==> src/rtl/fetch_unit_pkg.sv <==
// Shared definitions for the fetch stage: state encoding, branch field layout
// and the special HALT/NOP encodings.
package fetch_unit_pkg;

  typedef enum logic [1:0] {
    IDLE   = 2'd0,
    RUN    = 2'd1,
    HALTED = 2'd2
  } fetch_state_t;

  localparam int BR_UNCOND_BIT = 7;
  localparam int BR_NE_BIT     = 5;
  localparam int BR_IDX_W      = 5;

  localparam logic [BR_IDX_W-1:0] HALT_IDX  = 5'd31;
  localparam logic [8:0]          NOP_INSTR = 9'h040;

  // Branch class: bit 8 clear, bit 6 set.
  function automatic logic is_branch(input logic [8:0] instr);
    return ~instr[8] & instr[6];
  endfunction

endpackage

==> src/rtl/branch_lut.sv <==
// Program-specific branch target table; replaced per program image.
// Entry 31 is the HALT index and is never used as a jump target.
module branch_lut
  import fetch_unit_pkg::*;
#(
  parameter int PC_W = 10
) (
  input  logic [BR_IDX_W-1:0] idx_i,
  output logic [PC_W-1:0]     target_o
);

  logic [9:0] raw;

  always_comb begin
    raw = 10'd0;
    case (idx_i)
      5'd2:    raw = 10'd20;
      5'd3:    raw = 10'd6;
      5'd4:    raw = 10'd8;
      default: raw = 10'd0;
    endcase
  end

  // Table constants are zero-extended (or truncated) to the PC width.
  assign target_o = PC_W'(raw);

endmodule

==> src/rtl/fetch_unit.sv <==
// PC sequencer and instruction fetch: steps the PC through the ROM, resolves
// branches against the target table and Zero flag, and runs start/done.
module fetch_unit
  import fetch_unit_pkg::*;
#(
  parameter int              PC_W     = 10,
  parameter logic [PC_W-1:0] START_PC = '0
) (
  input  logic            Clk,
  input  logic            Reset_n,
  input  logic            Start,
  input  logic            Stall,
  input  logic            Zero_flag,
  output logic [PC_W-1:0] Prog_addr,
  input  logic [8:0]      Prog_data,
  output logic [8:0]      Instruction,
  output logic            Instr_valid,
  output logic            Done,
  output logic            Busy
);

  fetch_state_t    state_q, state_d;
  logic [PC_W-1:0] pc_q, pc_d;
  logic [PC_W-1:0] br_target;
  logic            br_cls, br_cond, br_taken, is_halt;

  branch_lut #(.PC_W(PC_W)) u_lut (
    .idx_i    (Prog_data[BR_IDX_W-1:0]),
    .target_o (br_target)
  );

  // Decode straight from ROM data; only acted on while in RUN.
  assign br_cls   = is_branch(Prog_data);
  assign br_cond  = Prog_data[BR_NE_BIT] ? ~Zero_flag : Zero_flag;
  assign br_taken = br_cls & (Prog_data[BR_UNCOND_BIT] | br_cond);
  assign is_halt  = br_cls & Prog_data[BR_UNCOND_BIT]
                  & (Prog_data[BR_IDX_W-1:0] == HALT_IDX);

  assign Prog_addr = pc_q;

  always_comb begin
    state_d     = state_q;
    pc_d        = pc_q;
    Instruction = NOP_INSTR;
    Instr_valid = 1'b0;
    Done        = 1'b0;
    Busy        = 1'b0;
    case (state_q)
      RUN: begin
        Busy        = 1'b1;
        Instruction = Prog_data;
        Instr_valid = ~Stall;
        if (!Stall) begin
          if (is_halt) begin
            Done    = 1'b1;
            state_d = HALTED;
          end else if (br_taken) begin
            pc_d = br_target;
          end else begin
            pc_d = pc_q + PC_W'(1);
          end
        end
      end
      default: begin
        // IDLE and HALTED both wait for Start and restart from START_PC.
        if (Start) begin
          state_d = RUN;
          pc_d    = START_PC;
        end
      end
    endcase
  end

  always_ff @(posedge Clk) begin
    if (!Reset_n) begin
      state_q <= IDLE;
      pc_q    <= START_PC;
    end else begin
      state_q <= state_d;
      pc_q    <= pc_d;
    end
  end

endmodule

==> config.mk <==
export PLATFORM = sky130hd
export DESIGN_NAME = fetch_unit
export DESIGN_NICKNAME = d
export VERILOG_FILES = /design/src/rtl/fetch_unit_pkg.sv /design/src/rtl/branch_lut.sv /design/src/rtl/fetch_unit.sv
export SDC_FILE = /design/constraint.sdc
export NUM_CORES = 1
export LEC_CHECK = 0
export BUFFER_PORTS_ARGS = -buffer_cell sky130_fd_sc_hd__buf_2
export CORE_MARGIN = 5
export CORE_UTILIZATION = 45
export CTS_BUF_LIST = sky130_fd_sc_hd__clkbuf_16
export CTS_CLUSTER_SIZE = 8
export DETAILED_ROUTE_END_ITERATION = 10
export PLACE_DENSITY = 0.78
export SLEW_MARGIN = 25
export SYNTH_ARGS = -nofsm -noshare
export SYNTH_HDL_FRONTEND = slang
export SYNTH_SLANG_ARGS = --single-unit
export TNS_END_PERCENT = 5
==> constraint.sdc <==
create_clock -name Clk -period 1.6 [get_ports Clk]
set_input_delay 0.4 -clock Clk [delete_from_list [all_inputs] [get_ports Clk]]
set_output_delay 0.4 -clock Clk [all_outputs]
set_load 0.05 [all_outputs]
# [After elaboration in Yosys (flattened, before gate mapping)]
# Index checks and enable logic that the tools add are counted.
[classes] eq_ne=8 reduce_logical=3 mux=17 n_shift=0 magnitude_cmp=0 mul=0 bitwise=8 n_addsub=1 n_div=0
[ops] operator="$mux 10" count=5
[ops] operator="$pmux 5 s3" count=1
[ops] operator="$add 10x1->10 const B" count=1
[ops] operator="$eq 5x2->1 const B" count=2
[ops] operator="$mux 9" count=1
[ops] operator="$mux 2" count=4
[ops] operator="$mux 1" count=6
[ops] operator="$ne 2x2->1 const B" count=3
[ops] operator="$reduce_and 3->1" count=2
[ops] operator="$eq 5x3->1 const B" count=1
[ops] operator="$eq 5x5->1 const B" count=1
[ops] operator="$and 1x1->1" count=4
[ops] operator="$not 1->1" count=3
[ops] operator="$eq 2x1->1 const B" count=1
[ops] operator="$reduce_bool 2->1" count=1
[ops] operator="$or 1x1->1" count=1
[word_totals] ram_bits=0 in_bits=14 romBits=0 memories=0 latch_bits=0 regBits=12

# [Logic depth before layout (Yosys ltp)]
[logic_depth] word_depth=8 depth_mapped=6 mapped_depth_nobuf=5

# [By module]
# A second synthesis with hierarchy kept.
[hier_totals] hier_cells=118 hier_area_um2=989.7
[by_module_without_submodules] module="fetch_unit" cells_per_inst=106 seq_area_each_um2=240.2 n_inst=1 area_each_um2=890.9
[by_module_without_submodules] module="branch_lut" cells_per_inst=12 seq_area_each_um2=0.0 n_inst=1 area_each_um2=98.8

# [Worst setup path after synthesis]
# Ideal clock, no wire load.
[synth_timing] kind="register to register" startpoint="register state_q[1]" endpoint="register state_q[0]" path_stages_with_launch=5 period_less_slack_ns=2.572 slack_ns=-0.972 t_required_ns=1.478 arrival_ns=2.449 cell_sequence="dfxtp_1 > nand2b_1 > nor4_1 > nand2b_1 > a21oi_1"
[synth_via] elab_chain_len=3
[synth_rtl] element="start: declaration" line="fetch_unit.sv:22" source="fetch_state_t state_q, state_d;"
[synth_rtl] element="start signal: assignment" line="fetch_unit.sv:79" source="state_q <= state_d;"
[synth_rtl] element="$eq 2x1->1 *" line="fetch_unit.sv:48" source="case (state_q)"
[synth_rtl] element="$ne 2x2->1 (no source line) or $reduce_bool 2->1 (tied branches)"
[synth_rtl] element="$reduce_and 3->1 (no source line)"
# Every way passes the cells marked *; elsewhere a longest branch is shown, timed or not.
# A chain may end at the register's enable or synchronous reset.

# [Worst setup path after layout]
[layout_timing] startpoint="register state_q[1]" endpoint="output port Done"
[layout_via] elab_chain_len=2
[layout_rtl] element="$eq 2x1->1" line="fetch_unit.sv:48"
[layout_rtl] element="$mux 1" line="fetch_unit.sv:48"
[layout_rtl] element="end: declaration" line="fetch_unit.sv:18" source="output logic Done,"
# Every way passes these cells.

==> results.toml <==
[timing]
final-hold-violation-count = 0
finalMaxSlewViolations = 0
layout_setup_ws_ns = -0.0219
slew_headroom_pct = 80.3
period_share_pct = 101
fin_crit_ns = 1.62
fin_skew_ns = 0.00152
rsz0062_at_grt = "true"
tightest_slew_ns = 0.292
finalSetupViolCount = 1
fmax_mhz = 617

[route]
drcViolationCount = 0
wl_per_cell_um = 15.1
drt_iter0_markers = 18
first_pass_iters = 4
dr_total_vias = 963
wl_um = 2540
ant_nets = 0
routed_via_density = 5.73

[finish]
final_area_um2 = 1310
diodes = 0
layout_commonest_cell = "buf_2"
layout_common_cells = "24 x buf_2, 18 x buf_4, 10 x buf_6"
area_growth_syn_to_layout_pct = 66.8
nFillCells = 105
nets = 168
drive_gt1_share_pct = 55.6
instances_no_fill = 168
post-route-util_pct = 77.7

[yosys]
synth_edf_count = 0
synth_fp_nets = 112
syn_area_per_cell_um2 = 8.11
ys_types = 42
synth-seq-cells = 12
async_flop_share_pct = 0
ys.warnings.count = 0
yosysSeqAreaShare_pct = 30.5
ys.flop_type = "dfxtp_1"
netlist_instances = 97
synth.cell_area_um2 = 787

[pwr]
power_density_nw_per_um2 = 768
total_power_uw = 1010
irDropWorstVdd_uv = 764
p_leak_uw = 0.000573

[floorplan]
die-area_um2 = 2690
ioPinCount = 36
die_w_um = 51.8
placementRows = 15
die_height_um = 51.8
start_util_pct = 46.6
fp.coreArea_um2 = 1690

[clock_tree]
cts_sinks = 12
cts_buffer_depth = 2
root_buffer = "clkbuf_16"
clkTransAtPathRegs_ns = 0.04
htreeDepth = 1
cts-buffers-inserted = 3
clk_latency_ns = 0.24
cts_tree = "built"
cts.hold.buffers_added = 0

[global_routing]
grt_max_degree = 12
grt_pass1_vias = 913
overflow = 0
grt_pass1_wl_um = 3970
grt.total_usage_pct = 19.8
grt_antenna_before_repair = 0

[worst_setup_path]
end_kind = "output pin"
worstSetupStartpointType = "flop"
ff2ff_setup_slack_ns = 0.08
cp.required_ns = 1.20
worstSetupPathType = "flop to output pin"
arrival_ns = 1.22
worstPathMaxFanout = 3

[placement]
port_buffers = 35
placedCellCount = 160
gp_congestion = 0.894
placed_area_um2 = 1100
dp_hpwl_um = 1710

[run_status]
violations = "negative setup slack"
status = "complete, but fails checks"

[worst_hold_path]
hold_class = "input port to flop"

[job]
drv_cap = 0
## where the power goes
part	switching, uW	total [uW]	internal (uW)
logic	149	250	101
clock network	122	447	325
registers	6.33	312	306
total	277	1010	731
## flip-flops by register name, indices dropped and copies added (netlist names)
name / count
state_q: 2
Prog_addr: 10
## cells in the mapped netlist (2+ instances only)
cell type,instances,area share [%]
nor3_1,2,1.3
nor2_1,2,0.95
and3_1,2,1.6
dfxtp_1,12,31
inv_1,3,1.4
a21boi_0,2,1.9
xnor2_1,2,2.2
a21oi_1,7,4.5
nor4_1,2,1.6
o21a_1,2,1.9
nand4_1,3,2.4
and2_1,8,6.4
nand2b_1,4,3.2
nor4bb_1,2,2.5
a31oi_1,3,2.4
nand2_1,7,3.3
o21ai_0,4,2.5
nand3_1,6,3.8
## cell type report
type | count | area [um2] | area share [%]
Tap cell | 17 | 21.3 | 1.62
Clock buffer | 3 | 75.1 | 5.72
Timing Repair Buffer | 53 | 375 | 28.6
Multi-Input combinational cell | 80 | 578 | 44.0
Inverter | 3 | 13.8 | 1.05
Sequential cell | 12 | 249 | 19.0
## per-stage QoR
step	setup TNS, ns	hold slack [ns]	worst slack (ns)
floorplan	-2.69	0.464	-0.201
global placement	-0.505	0.448	-0.0977
detailed placement	-0.834	0.467	-0.157
CTS	-0.0626	0.438	-0.0626
global route	-0.103	0.444	-0.0557
finish	-0.0219	0.427	-0.0219
## final timing paths
check / start / to / cells after the start
max: state_q[1] / Done / 3
min: Start / state_q[0] / 3
max reg2reg: Prog_addr[2] / Prog_addr[9] / 5
min reg2reg: Prog_addr[9] / Prog_addr[9] / 2
## critical path, cell delays in order, from the launching register on
cell and delay (ns):
dfxtp_2 0.31, nand2b_4 0.16, nor4_4 0.31, buf_6 0.20
## cells by family after synthesis
logic type	synth area share, %
buffers and inverters	3.34
AND/OR/NAND/NOR	39.0
XOR/XNOR	3.34
AO/OA/AOI/OAI	19.6
adder cells (fa/ha/maj)	1.59
flip-flops	30.5
multiplexers	2.70
## layer usage
layer / part of all wire (%) / wire length [um] / track usage [%] / up-vias
met3: 6.8 / 173 / 3.15 / 8
li1: - / - / - / 469
met5: 0 / 0 / 0 / -
met1: 42 / 1070 / 22.1 / 450
met2: 48 / 1210 / 36.0 / 36
met4: 3.3 / 84 / 9.17 / 0
## timing repair
action | CTS | global route
setup buffers | 2 | 3
resized for setup | 22 | 9
pin swaps | 1 | 2
cloned | 0 | 0
endpoints found under the setup margin | 11 | 13
Note: power is estimated with default switching activity, not from simulation.
